[src/rtl/mult_if.sv]
// Handshake and result bus between the EX-stage issue logic and the iterative multiplier.
// The master drives requests; the slave (mult_unit) returns status and the HI/LO registers.
interface mult_if #(
  parameter int unsigned WIDTH = 32
);
  logic             start;
  logic [6:0]       opt;
  logic [WIDTH-1:0] opr1;
  logic [WIDTH-1:0] opr2;
  logic             flush;
  logic             busy;
  logic             done;
  logic             illegal_opt;
  logic [WIDTH-1:0] hi;
  logic [WIDTH-1:0] lo;

  modport master (
    output start, opt, opr1, opr2, flush,
    input  busy, done, illegal_opt, hi, lo
  );

  modport slave (
    input  start, opt, opr1, opr2, flush,
    output busy, done, illegal_opt, hi, lo
  );
endinterface

[src/rtl/mult_unit.sv]
// Radix-2 shift-add 32x32 multiplier owning the HI/LO registers; signed MULT always,
// unsigned MULTU only when MULT_UNSIGNED_EN is defined.
module mult_unit #(
  parameter int unsigned WIDTH     = 32,
  parameter logic [6:0]  OPT_MULT  = 7'h18,
  parameter logic [6:0]  OPT_MULTU = 7'h19
) (
  input logic   clk,
  input logic   rst,
  mult_if.slave bus
);

  localparam int unsigned CntW = $clog2(WIDTH);

  typedef enum logic [1:0] {StIdle, StCalc, StFix} state_e;

  state_e               state_q, state_d;
  logic [CntW-1:0]      cnt_q, cnt_d;
  logic [2*WIDTH-1:0]   acc_q, acc_d;
  logic [2*WIDTH-1:0]   mcand_q, mcand_d;
  logic [WIDTH-1:0]     mplier_q, mplier_d;
  logic [WIDTH-1:0]     hi_q, hi_d;
  logic [WIDTH-1:0]     lo_q, lo_d;
  logic                 sign_q, sign_d;
  logic                 done_q, done_d;

  logic                 idle, is_mult, is_multu, accept, use_raw;
  logic [WIDTH-1:0]     abs1, abs2;
  logic [2*WIDTH-1:0]   prod;

  assign idle     = (state_q == StIdle);
  assign is_mult  = (bus.opt == OPT_MULT);
  assign is_multu = (bus.opt == OPT_MULTU);

`ifdef MULT_UNSIGNED_EN
  assign accept  = is_mult | is_multu;
  assign use_raw = is_multu;
`else
  // MULTU is explicitly rejected when unsigned support is compiled out
  assign accept  = is_mult & ~is_multu;
  assign use_raw = 1'b0;
`endif

  // Magnitude; the most negative value maps onto itself, which is correct as unsigned
  assign abs1 = bus.opr1[WIDTH-1] ? -bus.opr1 : bus.opr1;
  assign abs2 = bus.opr2[WIDTH-1] ? -bus.opr2 : bus.opr2;
  assign prod = sign_q ? -acc_q : acc_q;

  assign bus.busy        = ~idle;
  assign bus.done        = done_q;
  assign bus.illegal_opt = idle & bus.start & ~accept;
  assign bus.hi          = hi_q;
  assign bus.lo          = lo_q;

  always_comb begin
    state_d  = state_q;
    cnt_d    = cnt_q;
    acc_d    = acc_q;
    mcand_d  = mcand_q;
    mplier_d = mplier_q;
    sign_d   = sign_q;
    hi_d     = hi_q;
    lo_d     = lo_q;
    done_d   = 1'b0;
    case (state_q)
      StIdle: begin
        if (bus.start && !bus.flush && accept) begin
          mcand_d  = {{WIDTH{1'b0}}, (use_raw ? bus.opr1 : abs1)};
          mplier_d = use_raw ? bus.opr2 : abs2;
          sign_d   = use_raw ? 1'b0 : (bus.opr1[WIDTH-1] ^ bus.opr2[WIDTH-1]);
          acc_d    = '0;
          cnt_d    = '0;
          state_d  = StCalc;
        end
      end
      StCalc: begin
        if (bus.flush) begin
          state_d = StIdle;
        end else begin
          if (mplier_q[0]) acc_d = acc_q + mcand_q;
          mcand_d  = mcand_q << 1;
          mplier_d = mplier_q >> 1;
          cnt_d    = cnt_q + CntW'(1);
          if (cnt_q == CntW'(WIDTH - 1)) state_d = StFix;
        end
      end
      StFix: begin
        state_d = StIdle;
        if (!bus.flush) begin
          hi_d   = prod[2*WIDTH-1:WIDTH];
          lo_d   = prod[WIDTH-1:0];
          done_d = 1'b1;
        end
      end
      default: state_d = StIdle;
    endcase
  end

  always_ff @(posedge clk or posedge rst) begin
    if (rst) begin
      state_q  <= StIdle;
      cnt_q    <= '0;
      acc_q    <= '0;
      mcand_q  <= '0;
      mplier_q <= '0;
      sign_q   <= 1'b0;
      hi_q     <= '0;
      lo_q     <= '0;
      done_q   <= 1'b0;
    end else begin
      state_q  <= state_d;
      cnt_q    <= cnt_d;
      acc_q    <= acc_d;
      mcand_q  <= mcand_d;
      mplier_q <= mplier_d;
      sign_q   <= sign_d;
      hi_q     <= hi_d;
      lo_q     <= lo_d;
      done_q   <= done_d;
    end
  end

endmodule

[src/flat_wrapper.sv]
// flat-port wrapper written by rule: the top's interface ports become plain ports
module mult_unit_flat 
#(
  parameter int unsigned WIDTH     = 32,
  parameter logic [6:0]  OPT_MULT  = 7'h18,
  parameter logic [6:0]  OPT_MULTU = 7'h19
)
  (clk, rst, bus_start, bus_opt, bus_opr1, bus_opr2, bus_flush, bus_busy, bus_done, bus_illegal_opt, bus_hi, bus_lo);
  mult_if #(.WIDTH(WIDTH)) bus_i ();
  input logic clk;
  input logic rst;
  input wire logic [$bits(bus_i.start)-1:0] bus_start;
  input wire logic [$bits(bus_i.opt)-1:0] bus_opt;
  input wire logic [$bits(bus_i.opr1)-1:0] bus_opr1;
  input wire logic [$bits(bus_i.opr2)-1:0] bus_opr2;
  input wire logic [$bits(bus_i.flush)-1:0] bus_flush;
  output wire logic [$bits(bus_i.busy)-1:0] bus_busy;
  output wire logic [$bits(bus_i.done)-1:0] bus_done;
  output wire logic [$bits(bus_i.illegal_opt)-1:0] bus_illegal_opt;
  output wire logic [$bits(bus_i.hi)-1:0] bus_hi;
  output wire logic [$bits(bus_i.lo)-1:0] bus_lo;
  assign bus_i.start = bus_start;
  assign bus_i.opt = bus_opt;
  assign bus_i.opr1 = bus_opr1;
  assign bus_i.opr2 = bus_opr2;
  assign bus_i.flush = bus_flush;
  assign bus_busy = bus_i.busy;
  assign bus_done = bus_i.done;
  assign bus_illegal_opt = bus_i.illegal_opt;
  assign bus_hi = bus_i.hi;
  assign bus_lo = bus_i.lo;
  mult_unit #(.WIDTH(WIDTH), .OPT_MULT(OPT_MULT), .OPT_MULTU(OPT_MULTU)) u_core (.clk(clk), .rst(rst), .bus(bus_i));
endmodule
[config.mk]
export PLATFORM = sky130hd
export DESIGN_NAME = mult_unit_flat
export DESIGN_NICKNAME = d
export VERILOG_FILES = /design/src/rtl/mult_if.sv /design/src/rtl/mult_unit.sv /design/src/flat_wrapper.sv
export SDC_FILE = /design/constraint.sdc
export NUM_CORES = 1
export LEC_CHECK = 0
export ABC_AREA = 1
export ABC_CLOCK_PERIOD_IN_PS = 7700
export CELL_PAD_IN_SITES_DETAIL_PLACEMENT = 0
export CELL_PAD_IN_SITES_GLOBAL_PLACEMENT = 1
export CORE_ASPECT_RATIO = 1.25
export CORE_MARGIN = 2
export CORE_UTILIZATION = 38
export CTS_CLUSTER_SIZE = 20
export DETAILED_ROUTE_END_ITERATION = 6
export GPL_TIMING_DRIVEN = 0
export PLACE_DENSITY = 0.85
export SYNTH_ARGS = -nofsm -noshare
export SYNTH_HDL_FRONTEND = slang
export SYNTH_SLANG_ARGS = --single-unit
[constraint.sdc]
create_clock -name clk -period 7.7 [get_ports clk]
set_input_delay 1.54 -clock clk [delete_from_list [all_inputs] [get_ports clk]]
set_output_delay 1.54 -clock clk [all_outputs]
set_load 0.05 [all_outputs]
**Word level (Yosys, flattened, before mapping)**

Cells that the tools add are included.

- $add $sub $neg: 5
- Equality and inequality tests: 9
- Multiplexer cells: 22
- Bitwise logic cells: 8
- Reductions and logical operators: 10

Operator list:

| kind | count |
|---|---|
| 64-bit two-way mux | 6 |
| 64-bit one-hot mux with 2 select lines | 2 |
| 32-bit two-way mux | 4 |
| 64-bit adder | 1 |
| 32-bit negator | 2 |
| 64-bit negator | 1 |
| 32-bit one-hot mux with 2 select lines | 1 |
| 7-bit by 5-bit == test with 1-bit output, second input constant | 2 |
| 5-bit two-way mux | 2 |
| 5-bit one-hot mux with 2 select lines | 1 |
| 2-bit two-way mux | 3 |
| 2-bit AND reduction | 3 |
| 5-bit by 1-bit adder with 5-bit output, second input constant | 1 |
| 5-bit == test, second input constant | 1 |
| 2-bit inequality test, second input constant | 2 |
| 1-bit NOT | 4 |
| 2-bit one-hot mux with 2 select lines | 1 |
| 4-bit AND reduction | 1 |
| 1-bit bitwise AND | 3 |
| 3-bit by 2-bit inequality test with 1-bit output, second input constant | 1 |
| 3-bit AND reduction | 1 |
| 2-bit by 1-bit == test with 1-bit output, second input constant | 1 |
| 2-bit == test, second input constant | 1 |
| 1-bit logical AND | 2 |
| other kinds (6) | 7 |

- Bits in registers: 233
- Input port bits: 75
- Output and inout port bits: 67

**Logic depth before layout (Yosys ltp)**

- Depth in word-level cells: 6
- Depth in mapped cells: 16
- Mapped depth without buffers: 16

**Worst setup path before layout**

OpenSTA, ideal clock, no wires.

- Path kind: input-to-output
- Start point: input port bus_opt[2]
- End point: output port bus_illegal_opt
- Data arrival time: 2.375 ns
- Required time: 6.160 ns
- Slack: 3.785 ns
- Cell stages on the path: 4
- Buffers on the path: 0
- Path through: inv_1 -> nand3_1 -> nor4_4 -> nor2_1

- Cells in the longest elaborated chain, start to end: 5
- Elaborated cells on any way between the ends: 6
- Classes of those cells: 2 x eq/ne; 4 x bitwise

RTL lines:

| what | line | text |
|---|---|---|
| start, declared | flat_wrapper.sv:13 | `input wire logic [$bits(bus_i.opt)-1:0] bus_opt;` |
| 7-bit by 5-bit == test with 1-bit output | mult_unit.sv:33 | `assign is_multu = (bus.opt == OPT_MULTU);` |
| 1-bit NOT | mult_unit.sv:40 | `assign accept = is_mult & ~is_multu;` |
| 1-bit bitwise AND * | mult_unit.sv:40 |  |
| 1-bit NOT * | mult_unit.sv:51 | `assign bus.illegal_opt = idle & bus.start & ~accept;` |
| 1-bit bitwise AND * | mult_unit.sv:51 |  |
| end, declared | flat_wrapper.sv:19 | `output wire logic [$bits(bus_i.illegal_opt)-1:0] bus_illegal_opt;` |

Every way passes the cells marked *; elsewhere a longest branch is shown, timed or not.

**Worst setup path after layout**

- Start point: input port bus_opt[1]
- End point: output port bus_illegal_opt

The elaborated chain is that of the path after synthesis.

==> results.yml <==
run_status:
  outcome: "complete, no violations"
drt:
  vias_per_cell: 5.16
  drtIter0Drc: 1683
  ant_nets: 0
  drt-total-wl_mm: 73.7
  wl_per_cell_microns: 18.3
  drc: 0
  first_pass_iters: 6
  dr_total_vias: 20800
timing:
  slew_headroom_pct: 13.4
  fin_tns_setup_ns: 0
  whs_ns: 0.477
  rsz0062_at_grt: "no"
  tightest_slew_ns: 1.29
  hold_viol: 0
  setup_viol: 0
  fin_skew_ns: 0.0185
  fin_crit_ns: 4.70
  max_freq_ghz: 0.213
  fin_crit_sh_pct: 61.1
  report.final.slew_viol_count: 0
logic_synthesis:
  synthTopCellsByCount: "nand2_1, inv_1, nand3_1"
  synth-edff-count: 0
  yosysMostFrequentCell: "nand2_1"
  ys_warn_count: 0
  synth_area_per_cell_sq_um: 6.03
  yosysUniqueCellTypes: 41
  syn_area_sq_mm: 0.0192
  synthArstFlopShare_pct: 100
  ys.flop_type: "dfrtp_1"
  yosysTopAreaCell: "dfrtp_1"
  netlist_top_cells_area: "dfrtp_1, nand2_1, nand3_1"
  synthesis.nets: 3321
  syn_inst: 3177
  synth.top_cell.area_share_pct: 30.4
  ys_ff_latch: 233
  yosysSeqAreaShare_pct: 30.4
setup_path:
  cp_max_fo: 3
  cp_cell_sequence: "clkdlybuf4s50_1 -> nor2_1 -> nand3_1 -> nor4_4 -> nor2_1 -> clkdlybuf4s50_1"
  start_kind: "primary input"
  setup.worst_path.class: "in -> out"
  critPathTopFamily: "buffers and inverters"
  end_kind: "output pin"
  rr_endpoint: "u_core.acc_q[47]$_DFFE_PP0P_"
  cp_slowest_cell: "clkdlybuf4s50_1"
  r2r_cells: 14
  cp_num_cells: 6
  worstReg2RegStart: "u_core.acc_q[6]$_DFFE_PP0P_"
  critPathMaxStageDelay_ns: 0.71
  crit_arrival_ns: 3.16
  r2r_slack_ns: 4.79
  crit_buf_inv: 2
  cp_data_required_time_ns: 6.16
cts:
  clkLatencyLatePin_ns: 0.59
  cts_buffer_depth: 3
  hold_buffers: 0
  clock-sinks: 233
  cts_resized: 0
  htreeDepth: 1
  path_clk_slew_ns: 0.06
  root_buffer: "clkbuf_16"
  tritoncts: "yes"
  cts_buffers: 27
  postCtsSetupRepairBufs: 0
finish:
  stdcell_area_sq_mm: 0.0224
  fin_nets: 3497
  area_growth_pct: 16.8
  layout-drive-gt1-share_pct: 3.00
  post-route-util_pct: 44.7
power_and_ir_drop:
  cellInternalPower_mw: 2.41
  pwr-share-seq_pct: 38.2
  p_comb_share_pct: 27.5
  power.leakage_nw: 12.1
  power.density_mw_per_mm2: 170
  ir_drop_mv: 0.153
  clockPowerShare_pct: 34.4
  p_sw_mw: 1.39
  p_sw_share_pct: 36.6
worst_hold_path:
  hold_path_end: "u_core.bus.hi[19]$_DFFE_PP0P_"
  worst_hold_path.num_cells: 2
  min_from: "u_core.bus.hi[19]$_DFFE_PP0P_"
  hp-class: "reg -> reg"
floorplan:
  rows: 92
  ios: 142
  start_util_pct: 38.2
  core_region_area_sq_mm: 0.0501
  dieHeight_microns: 255
  die_area_sq_mm: 0.0522
  die_x_microns: 205
job:
  maxCapViolCount: 0
placed_design:
  io_buffers: 141
  gp_congestion: 0.940
  hpwl_mm: 60.0
  dpl-instance-area_sq_mm: 0.0215
grt:
  grt_pass1_wl_mm: 113
  first_global_vias: 19800
  antenna_found_initial: 0
  overflow: 0
  grt_max_degree: 41
  track_usage_pct: 28.2
==> power by group through the flow <==
| stage | Clock, mW | Combinational (mW) | Sequential (mW) |
|---|---|---|---|
| global placement | 0 | 1.01 | 1.46 |
| detailed placement | 0 | 1.03 | 1.47 |
| finish | 1.30 | 1.04 | 1.45 |
| floorplan | 0 | 0.655 | 1.46 |
| CTS | 1.32 | 1.03 | 1.44 |
| global route | 1.37 | 1.17 | 1.45 |
==> stage by stage <==
step | worst slack, ns | std cells | total power [mW]
2_1_floorplan | 3.11 | 3177 | 2.12
3_3_place_gp | 1.14 | 3976 | 2.48
3_5_place_dp | 2.98 | 3982 | 2.49
4_1_cts | 2.97 | 4028 | 3.80
5_1_grt | 2.92 | 4028 | 3.99
6_report | 3.00 | 4029 | 3.79
==> cells by family (layout without fill, tap and decap cells) <==
family          count (synthesis)  count (layout)  share of synthesized area, %
simple gates                 1938            1938                          42.3
buf+inv                       578             771                          11.5
compound gates                313             313                          9.12
flops                         233             233                          30.4
fa+ha+maj                      69              69                          4.55
xor+xnor                       46              46                          2.10
other cells                     0               1                             0
==> placed cells by master (no fill, tap or decap), types with 4 or more instances in the layout <==
cell	n
or2_2	17
xor2_1	40
a22oi_1	4
o21ai_1	7
buf_12	6
a31oi_1	17
o21ai_0	146
ha_1	68
clkdlybuf4s50_1	141
nand2_1	1133
clkbuf_8	7
a21boi_0	9
nor4_1	8
nor3_1	31
nand3b_1	12
buf_2	16
inv_1	480
clkbuf_16	27
nor2_1	281
a21oi_1	82
dfrtp_1	233
inv_2	4
o21a_1	12
clkbuf_1	65
xnor2_1	6
buf_1	16
nand4_1	32
nand3_1	405
o211ai_1	26
==> worst register-to-register path, delay by kind of cell (launching register included) <==
family	cells	cell delay [ns]
AND/OR/NAND/NOR	13	1.93
flip-flops	1	0.47
adder cells (fa/ha/maj)	1	0.40
==> registers in the layout, summed over array words and instances, names as in the netlist <==
| name | flops |
|---|---|
| u_core.bus.done | 1 |
| u_core.bus.hi | 32 |
| u_core.bus.lo | 32 |
| u_core.mcand_q | 64 |
| u_core.sign_q | 1 |
| u_core.mplier_q | 32 |
| u_core.state_q | 2 |
| u_core.acc_q | 64 |
| u_core.cnt_q | 5 |
==> layer usage <==
metal	global-route usage, %	part of all wire (%)	up-vias
met5	0	0	-
met2	49.7	48	578
met3	2.51	4.3	174
li1	-	-	10400
met4	14.7	5.8	0
met1	34.1	42	9617
==> final cells by class <==
class	count	area (sq um)
inverter	485	1820
sequential	233	5830
timing repair buffer	147	1530
buffer	93	380
multi-input combinational	2366	11100
tap	658	823
clock inverter	5	63.8
fill	5562	27700
antenna	1	2.50
clock buffer	41	798
==> worst max path at each step <==
stage                from  slack [ns]                              end
2_1_floorplan         rst        3.11      u_core.acc_q[0]$_DFFE_PP0P_
3_3_place_gp          rst        1.14  u_core.mplier_q[12]$_DFFE_PP0P_
3_5_place_dp   bus_opt[1]        2.98                  bus_illegal_opt
4_1_cts        bus_opt[1]        2.97                  bus_illegal_opt
5_1_grt        bus_opt[1]        2.92                  bus_illegal_opt
6_report       bus_opt[1]        3.00                  bus_illegal_opt
Power figures use the tool's default switching activity.
